[config.mk]
export PLATFORM = sky130hd
export DESIGN_NAME = conv3x3_engine_flat
export DESIGN_NICKNAME = d
export VERILOG_FILES = /design/src/rtl/conv3x3_engine_if.sv /design/src/rtl/conv3x3_engine.sv /design/src/flat_wrapper.sv
export SDC_FILE = /design/constraint.sdc
export NUM_CORES = 2
export LEC_CHECK = 0
export CELL_PAD_IN_SITES_DETAIL_PLACEMENT = 0
export CELL_PAD_IN_SITES_GLOBAL_PLACEMENT = 1
export CORE_MARGIN = 5
export CORE_UTILIZATION = 37
export CTS_CLUSTER_SIZE = 10
export DETAILED_ROUTE_END_ITERATION = 12
export GPL_ROUTABILITY_DRIVEN = 0
export MAX_ROUTING_LAYER = met4
export PLACE_DENSITY_LB_ADDON = 0.12
export SLEW_MARGIN = 20
export SYNTH_ARGS = -nofsm -noshare
export SYNTH_HDL_FRONTEND = slang
export SYNTH_SLANG_ARGS = --single-unit
[constraint.sdc]
create_clock -name clk -period 12.3 [get_ports clk]
set_input_delay 1.23 -clock clk [delete_from_list [all_inputs] [get_ports clk]]
set_output_delay 1.23 -clock clk [all_outputs]
set_load 0.05 [all_outputs]
[src/rtl/conv3x3_engine_if.sv]
// Register-bus bundle for conv3x3_engine: strobe/address/data in, read data and irq out.
interface conv3x3_engine_if;
    logic [3:0]  addr;
    logic        en;
    logic        we;
    logic [31:0] din;
    logic [31:0] dout;
    logic        irq;

    modport master (output addr, en, we, din, input dout, irq);
    modport slave  (input addr, en, we, din, output dout, irq);
endinterface

[src/rtl/conv3x3_engine.sv]
// Streaming 3x3 convolution engine behind a small register bus.
// Optional ReLU clamp is built when CONV3X3_RELU_EN is defined.
module conv3x3_engine #(
    parameter int IMG_WIDTH  = 128,
    parameter int IMG_HEIGHT = 128,
    parameter int PIX_W      = 8,
    parameter int COEF_W     = 8
) (
    input logic clk,
    input logic rst_n,
    conv3x3_engine_if.slave bus
);
    localparam int LB_N   = 2 * IMG_WIDTH + 3;
    localparam int PROD_W = PIX_W + COEF_W + 1;
    localparam int ACC_W  = PIX_W + COEF_W + 4;
    localparam int W      = IMG_WIDTH;

    logic [PIX_W-1:0]         lb [LB_N];
    logic signed [COEF_W-1:0] wt [9];
    logic [4:0]               shift;
    logic                     irq_en;
    logic                     relu_en;
    logic [15:0]              col;
    logic [15:0]              row;
    logic signed [PROD_W-1:0] prod [9];
    logic signed [PROD_W-1:0] prod_d [9];
    logic [PIX_W-1:0]         pix [9];
    logic                     s1_valid;
    logic                     s2_valid;
    logic [31:0]              result;
    logic                     res_valid;
    logic                     overrun;
    logic                     frame_done;
    logic signed [ACC_W-1:0]  acc;
    logic signed [ACC_W-1:0]  shifted;
    logic [31:0]              res_d;
    logic [31:0]              rd_data;
    logic                     unused_din;

    wire wr       = bus.en & bus.we;
    wire rd       = bus.en & ~bus.we;
    wire push     = wr && bus.addr == 4'd0;
    wire clr      = wr && bus.addr == 4'd2;
    wire wr_stat  = wr && bus.addr == 4'd12;
    wire wr_ctrl  = wr && bus.addr == 4'd13;
    wire wr_wt    = wr && bus.addr >= 4'd3 && bus.addr <= 4'd11;
    wire rd_res   = rd && bus.addr == 4'd1;
    wire col_last = col == 16'(IMG_WIDTH - 1);
    wire row_last = row == 16'(IMG_HEIGHT - 1);
    wire win_vld  = push && col >= 16'd2 && row >= 16'd2;

    wire [31:0] status = {28'd0, frame_done, s1_valid | s2_valid,
                          overrun, res_valid};
    wire [31:0] ctrl   = {22'd0, relu_en, irq_en, 3'd0, shift};

    assign unused_din = ^bus.din;
    assign bus.irq    = frame_done & irq_en;

    // Window as it will look once the incoming pixel has shifted in.
    always_comb begin
        pix[8] = bus.din[PIX_W-1:0];
        pix[7] = lb[0];
        pix[6] = lb[1];
        pix[5] = lb[W-1];
        pix[4] = lb[W];
        pix[3] = lb[W+1];
        pix[2] = lb[2*W-1];
        pix[1] = lb[2*W];
        pix[0] = lb[2*W+1];
        for (int i = 0; i < 9; i++)
            prod_d[i] = PROD_W'($signed({1'b0, pix[i]})) * PROD_W'(wt[i]);
    end

    always_comb begin
        acc = '0;
        for (int i = 0; i < 9; i++)
            acc = acc + ACC_W'(prod[i]);
        shifted = acc >>> shift;
        res_d   = 32'(shifted);
`ifdef CONV3X3_RELU_EN
        if (relu_en && shifted < 0)
            res_d = '0;
`endif
    end

    always_comb begin
        rd_data = '0;
        case (bus.addr)
            4'd1:    rd_data = result;
            4'd12:   rd_data = status;
            4'd13:   rd_data = ctrl;
            4'd14:   rd_data = {row, col};
            default: rd_data = '0;
        endcase
    end

    always_ff @(posedge clk or negedge rst_n) begin
        if (!rst_n) begin
            for (int i = 0; i < LB_N; i++) lb[i] <= '0;
            for (int i = 0; i < 9; i++) prod[i] <= '0;
            col        <= '0;
            row        <= '0;
            s1_valid   <= 1'b0;
            s2_valid   <= 1'b0;
            result     <= '0;
            res_valid  <= 1'b0;
            overrun    <= 1'b0;
            frame_done <= 1'b0;
        end else if (clr) begin
            for (int i = 0; i < LB_N; i++) lb[i] <= '0;
            for (int i = 0; i < 9; i++) prod[i] <= '0;
            col        <= '0;
            row        <= '0;
            s1_valid   <= 1'b0;
            s2_valid   <= 1'b0;
            result     <= '0;
            res_valid  <= 1'b0;
            overrun    <= 1'b0;
            frame_done <= 1'b0;
        end else begin
            if (wr_stat) begin
                if (bus.din[1]) overrun    <= 1'b0;
                if (bus.din[3]) frame_done <= 1'b0;
            end
            if (push) begin
                lb[0] <= bus.din[PIX_W-1:0];
                for (int i = 1; i < LB_N; i++) lb[i] <= lb[i-1];
                col <= col_last ? 16'd0 : col + 16'd1;
                if (col_last) row <= row_last ? 16'd0 : row + 16'd1;
                if (col_last && row_last) frame_done <= 1'b1;
            end
            s1_valid <= win_vld;
            if (win_vld) prod <= prod_d;
            s2_valid <= s1_valid;
            // A landing result wins over a same-cycle read of the old one.
            if (s1_valid) begin
                result    <= res_d;
                res_valid <= 1'b1;
                if (res_valid) overrun <= 1'b1;
            end else if (rd_res) begin
                res_valid <= 1'b0;
            end
        end
    end

    always_ff @(posedge clk or negedge rst_n) begin
        if (!rst_n) begin
            for (int i = 0; i < 9; i++) wt[i] <= '0;
            shift   <= '0;
            irq_en  <= 1'b0;
            relu_en <= 1'b0;
        end else begin
            if (wr_wt) wt[bus.addr - 4'd3] <= bus.din[COEF_W-1:0];
            if (wr_ctrl) begin
                shift  <= bus.din[4:0];
                irq_en <= bus.din[8];
`ifdef CONV3X3_RELU_EN
                relu_en <= bus.din[9];
`endif
            end
        end
    end

    always_ff @(posedge clk or negedge rst_n) begin
        if (!rst_n) bus.dout <= '0;
        else        bus.dout <= rd ? rd_data : '0;
    end
endmodule

[src/flat_wrapper.sv]
// flat-port wrapper written by rule: the top's interface ports become plain ports
module conv3x3_engine_flat 
#(
    parameter int IMG_WIDTH  = 128,
    parameter int IMG_HEIGHT = 128,
    parameter int PIX_W      = 8,
    parameter int COEF_W     = 8
)
  (clk, rst_n, bus_addr, bus_en, bus_we, bus_din, bus_dout, bus_irq);
  conv3x3_engine_if bus_i ();
  input logic clk;
  input logic rst_n;
  input wire logic [$bits(bus_i.addr)-1:0] bus_addr;
  input wire logic [$bits(bus_i.en)-1:0] bus_en;
  input wire logic [$bits(bus_i.we)-1:0] bus_we;
  input wire logic [$bits(bus_i.din)-1:0] bus_din;
  output wire logic [$bits(bus_i.dout)-1:0] bus_dout;
  output wire logic [$bits(bus_i.irq)-1:0] bus_irq;
  assign bus_i.addr = bus_addr;
  assign bus_i.en = bus_en;
  assign bus_i.we = bus_we;
  assign bus_i.din = bus_din;
  assign bus_dout = bus_i.dout;
  assign bus_irq = bus_i.irq;
  conv3x3_engine #(.IMG_WIDTH(IMG_WIDTH), .IMG_HEIGHT(IMG_HEIGHT), .PIX_W(PIX_W), .COEF_W(COEF_W)) u_core (.clk(clk), .rst_n(rst_n), .bus(bus_i));
endmodule
# Yosys cells after proc, flatten, opt, wreduce, memory -nomap -nowiden
# Cells that the tools add are included.
# totals
register_bits	2396
output_inout_bits	33
word_cells	378
# op_classes
addsub	11
mul	9
magnitude_cmp	6
n_eq_ne	7
shifts	1
n_mux	33
n_bitwise	6
reduce_logical	18
# op_table
operator	n
$mux W2072	2
$mux W153	2
$mul A9 B8 Y17	9
$pmux W32 S4	1
$add A20 B17 Y20	6
$mux W16	7
$mux W32	3
$bwmux W72	1
$add A16 B1 Y16 const B	2
$demux W8 S4	1
$eq A16 B7 Y1 const B	2
$ge A16 B2 Y1 const B	2
$sshr A20 B5 Y20	1
$add A18 B17 Y19	1
$add A17 B17 Y18	1
$mux W1	15
$eq A4 B4 Y1 const B	3
$logic_and A1 B1 Y1	11
$mux W8	1
$reduce_bool A2 Y1	4
$ge A5 B5 Y1 const B	1
$lt A5 B1 Y1 const B	1
$not A4 Y5	1
$eq A4 B1 Y1 const B	1
other kinds (10)	12

# Longest topological paths before layout
# depth
depth_word	11
ltp_mapped	29
mapped_depth_nobuf	28

# Worst setup path before layout
# OpenSTA, ideal clock, no wires.
# synth_path
kind	register to register
startpoint	reg u_core.prod[103] in the netlist's numbering
endpoint	reg u_core.result[5]
arrival_ns	6.913
t_required_ns	12.234
slack_ns	5.321
path_stages_with_launch	30
n_path_buf	1
synth_period_minus_slack_ns	6.979
path_cell_list	dfrtp_1 > fa_1 > ha_1 > fa_1 > a21o_1 > a21oi_1 > nand2b_1 > a211oi_1 > nor2_1 > a21oi_1 > a21oi_1 > nand2b_1 > a221oi_1 > fa_1 > inv_1 > fa_1 > fa_1 > fa_1 > inv_1 > ha_1 > clkbuf_1 > a21oi_1 > o31ai_1 > nor3_1 > a211o_1 > o21ai_0 > o31ai_1 > mux4_2 > nand2_1 > a22o_1
# synth_via
elab_chain_cells	10
# synth_rtl
element	line	rtl
start: declaration	conv3x3_engine.sv:25	logic signed [PROD_W-1:0] prod [9];
start signal: assignment	conv3x3_engine.sv:133	if (win_vld) prod <= prod_d;
$add A18 B17 Y19	conv3x3_engine.sv:77	acc = acc + ACC_W'(prod[i]);
$add A20 B17 Y20 (6 in a row)	conv3x3_engine.sv:77	
$sshr A20 B5 Y20	conv3x3_engine.sv:78	shifted = acc >>> shift;
$mux W32	conv3x3_engine.sv:136	if (s1_valid) begin
$mux W32	conv3x3_engine.sv:109	end else if (clr) begin
end signal: assignment	conv3x3_engine.sv:137	result <= res_d;
end: declaration	conv3x3_engine.sv:30	logic [31:0] result;
# Every way passes these cells. The select of a mux whose other input is x is not followed.
# A chain may end at the register's enable or synchronous reset.

# Final worst setup path
# layout_path
startpoint	reg u_core.prod[103] in the netlist's numbering
endpoint	reg u_core.result[0]
# The elaborated chain is that of the path after synthesis.

==> results by group <==
STA
  – Unrepaired setup endpoints after global routing: false
  – Hold Vio Cnt, Final: 0
  – Max Fclk: 125 MHz
  – Final worst path period need: 7.98 ns
  – Slew Viols, Final: 0
  – Slew @ Worst Pin: 1.12 ns
  – Setup violators final: 0
  – Tcrit/Tclk final: 0.649
  – Hold Slack: 0.297 ns
  – Setup TNS: 0 ns
  – Worst Skew: 0.0443 ns
  – Worst rel slew slack: 0.253

Clock network
  – CTS Buf Count: 291
  – Clk pin slew, worst setup/hold paths: 0.06 ns
  – Hold-fix buffers, CTS: 0
  – CTS root buffer: clkbuf_16
  – Cts repair resizes: 0
  – Postcts setup bufs: 0
  – Clock Sinks: 2,384
  – Clock Tree Buf Depth: 4
  – TritonCTS clock tree: built
  – H-tree depth reported by CTS: 5
  – Clk_lat worst skew: 0.87 ns

Floorplanning
  – Die area: 304,000 um^2
  – FP Rows: 199
  – Die W: 552 um
  – Top Ports: 73
  – Floorplan die height: 552 um
  – Initial core utilization: 0.371
  – Core ar.: 293,000 um^2

Worst setup path
  – Largest delay share family, worst path: adder cells
  – Critical path type: reg -> reg
  – Max FO, Critical Path: 9
  – Buf/Inv on CP: 2
  – CP arrival: 8.76 ns
  – Data required, critical path: 13.08 ns
  – Crit path launch type: flip-flop
  – Critical-path top delay cell: fa_1
  – Worst Setup End Kind: flip-flop
  – Cell mode on critical path: fa_1
  – CP max stage delay: 0.55 ns

Layout
  – Final Non-Filler Cells: 12,400
  – FF/Latch Area: 59,700 um^2
  – Layout cells sized above 1: 0.0630
  – Multi-input gate area: 44,200 um^2
  – P&R area growth vs syn: 11.4%
  – Fin area: 121,000 um^2
  – Final #Nets: 9,316
  – Fillers: 27,400

Synth
  – Post-synth EDFFs: 0
  – Yosys Warn Count: 1
  – Number of synthesized register bits: 2,384
  – Post-synthesis cell count: 8,628
  – Synth Area per Inst: 12.6 um^2
  – Post-Syn Nets: 9,538
  – Ys async rst share: 1.00
  – Cell area after synthesis: 109,000 um^2
  – Sequential area share after synthesis: 0.549
  – Dominant synthesized flop cell: dfrtp_1
  – Distinct cell type count after synthesis: 68

Place
  – Dpl cell area: 112,000 um^2
  – Inst Count DP: 12,000
  – DP HPWL: 138,000 um
  – IO Port Bufs: 49

Detailed routing
  – Avg WL per Cell: 18.5 um
  – DRT Wirelength: 230,000 um
  – Initial DRC Count: 4,677
  – DRC errors left: 0
  – Drt pass-1 iters: 7
  – DR vias: 66,200
  – Drt via density: 5.32
  – Antenna-violating nets left: 0

GRT
  – Grt total ovfl: 0
  – Initial antenna violation count: 11
  – Vias in the first global route: 69,400
  – Gr usage total: 0.157
  – Pin count of the biggest net entering global routing: 255
  – Global-route wire length before repair: 388,000 um

Power and ir drop
  – Power Total: 18,400 uW
  – VDD IR max: 0.124 mV
  – Pwr dens: 152 nW/um^2
  – P_leak: 0.0588 uW

Outcome
  – Status: finished clean

Worst hold path
  – HP Class: in -> async

Job
  – Max-Cap Viols: 0
==> sequential cells by signal, indices dropped and copies added, names as in the netlist <==
| name | count |
|---|---|
| u_core.res_valid | 1 |
| u_core.s1_valid | 1 |
| u_core.s2_valid | 1 |
| u_core.overrun | 1 |
| u_core.row | 16 |
| u_core.irq_en | 1 |
| u_core.bus.dout | 32 |
| u_core.prod | 153 |
| u_core.result | 20 |
| u_core.col | 16 |
| u_core.shift | 5 |
| u_core.lb | 2064 |
| u_core.wt | 72 |
| u_core.frame_done | 1 |
==> final cells by class <==
cell class,instances,share of cell area
clock inverter,37,0.00469
tap,3919,0.0405
multi-input combinational,4958,0.365
inverter,640,0.0199
sequential,2384,0.493
antenna,5,0.000103
timing repair buffer,131,0.0114
clock buffer,373,0.0649
==> per-layer routing <==
metal / global-route usage / wire, um / share of wire
met5: - / 0 / 0
met4: 0.0407 / 5590 / 0.024
met3: 0.0210 / 8360 / 0.036
met2: 0.229 / 101000 / 0.44
met1: 0.232 / 116000 / 0.50
==> cell usage in the layout (no fill, tap or decap), drive strengths merged, types with 48 or more instances in the layout <==
master / netlist / layout
a21oi: 112 / 112
o21ai: 194 / 194
xnor2: 62 / 62
buf: 20 / 88
and2: 286 / 286
nor2: 167 / 167
inv: 637 / 650
dfrtp: 2384 / 2384
xor2: 97 / 97
mux2: 71 / 71
fa: 441 / 441
nand3: 185 / 185
nand2b: 68 / 68
ha: 429 / 429
nand2: 414 / 414
clkbuf: 626 / 373
nor3: 48 / 48
a22o: 2068 / 2068
==> per-stage QoR <==
stage | worst slack, ns | util
after global routing | 3.61 | 0.413
after floorplan | 5.32 | -
after CTS | 4.28 | 0.412
after global placement | 4.14 | 0.384
final | 4.32 | 0.413
after detailed placement | 4.30 | 0.384
==> logic make-up (layout without fill, tap and decap cells) <==
| logic type | Yosys count | after routing | share of synthesized area |
|---|---|---|---|
| AND/OR/NAND/NOR | 1240 | 1240 | 0.0556 |
| other | 0 | 5 | 0 |
| buffers and inverters | 1286 | 1181 | 0.0445 |
| multiplexers | 87 | 87 | 0.00907 |
| XOR/XNOR | 159 | 159 | 0.0128 |
| adder cells (fa/ha/maj) | 870 | 870 | 0.131 |
| flip-flops | 2384 | 2384 | 0.549 |
| AO/OA/AOI/OAI | 2602 | 2602 | 0.198 |
==> synth_stat cells (all sizes together) (112+ instances only) <==
master / number / area share
clkbuf: 626 / 0.022
nand2: 414 / 0.014
inv: 637 / 0.022
ha: 429 / 0.049
and2: 286 / 0.016
a21oi: 112 / 0.0053
nor2: 167 / 0.0058
nand3: 185 / 0.0085
fa: 441 / 0.081
a22o: 2068 / 0.17
o21ai: 194 / 0.0089
dfrtp: 2384 / 0.55
==> power by group <==
group | switching [uW] | total [uW] | internal, uW
combinational | 1520 | 2460 | 944
clock | 3200 | 7760 | 4560
sequential | 226 | 8180 | 7950
total | 4940 | 18400 | 13500
==> worst reg2reg max path: cells and delay by family (launching register included) <==
family	cells	cell delay (ns)
AO/OA/AOI/OAI	12	3.18
adder cells (fa/ha/maj)	8	3.27
AND/OR/NAND/NOR	6	0.91
flip-flops	1	0.40
buffers and inverters	2	0.13
==> path summary, 6_finish.rpt <==
path | cells after the start | slack, ns | startpoint | endpoint
max | 28 | 4.32 | u_core.prod[103] | u_core.result[0]
min | 1 | 0.30 | rst_n | u_core.bus.dout[11]
max reg2reg | 28 | 4.32 | u_core.prod[103] | u_core.result[0]
min reg2reg | 1 | 0.45 | u_core.lb[1340] | u_core.lb[1332]
max in group asynchronous | 4 | 9.18 | rst_n | u_core.lb[1546]
min in group clk | 1 | 0.45 | u_core.lb[1340] | u_core.lb[1332]
(Power assumes the default switching activity.)
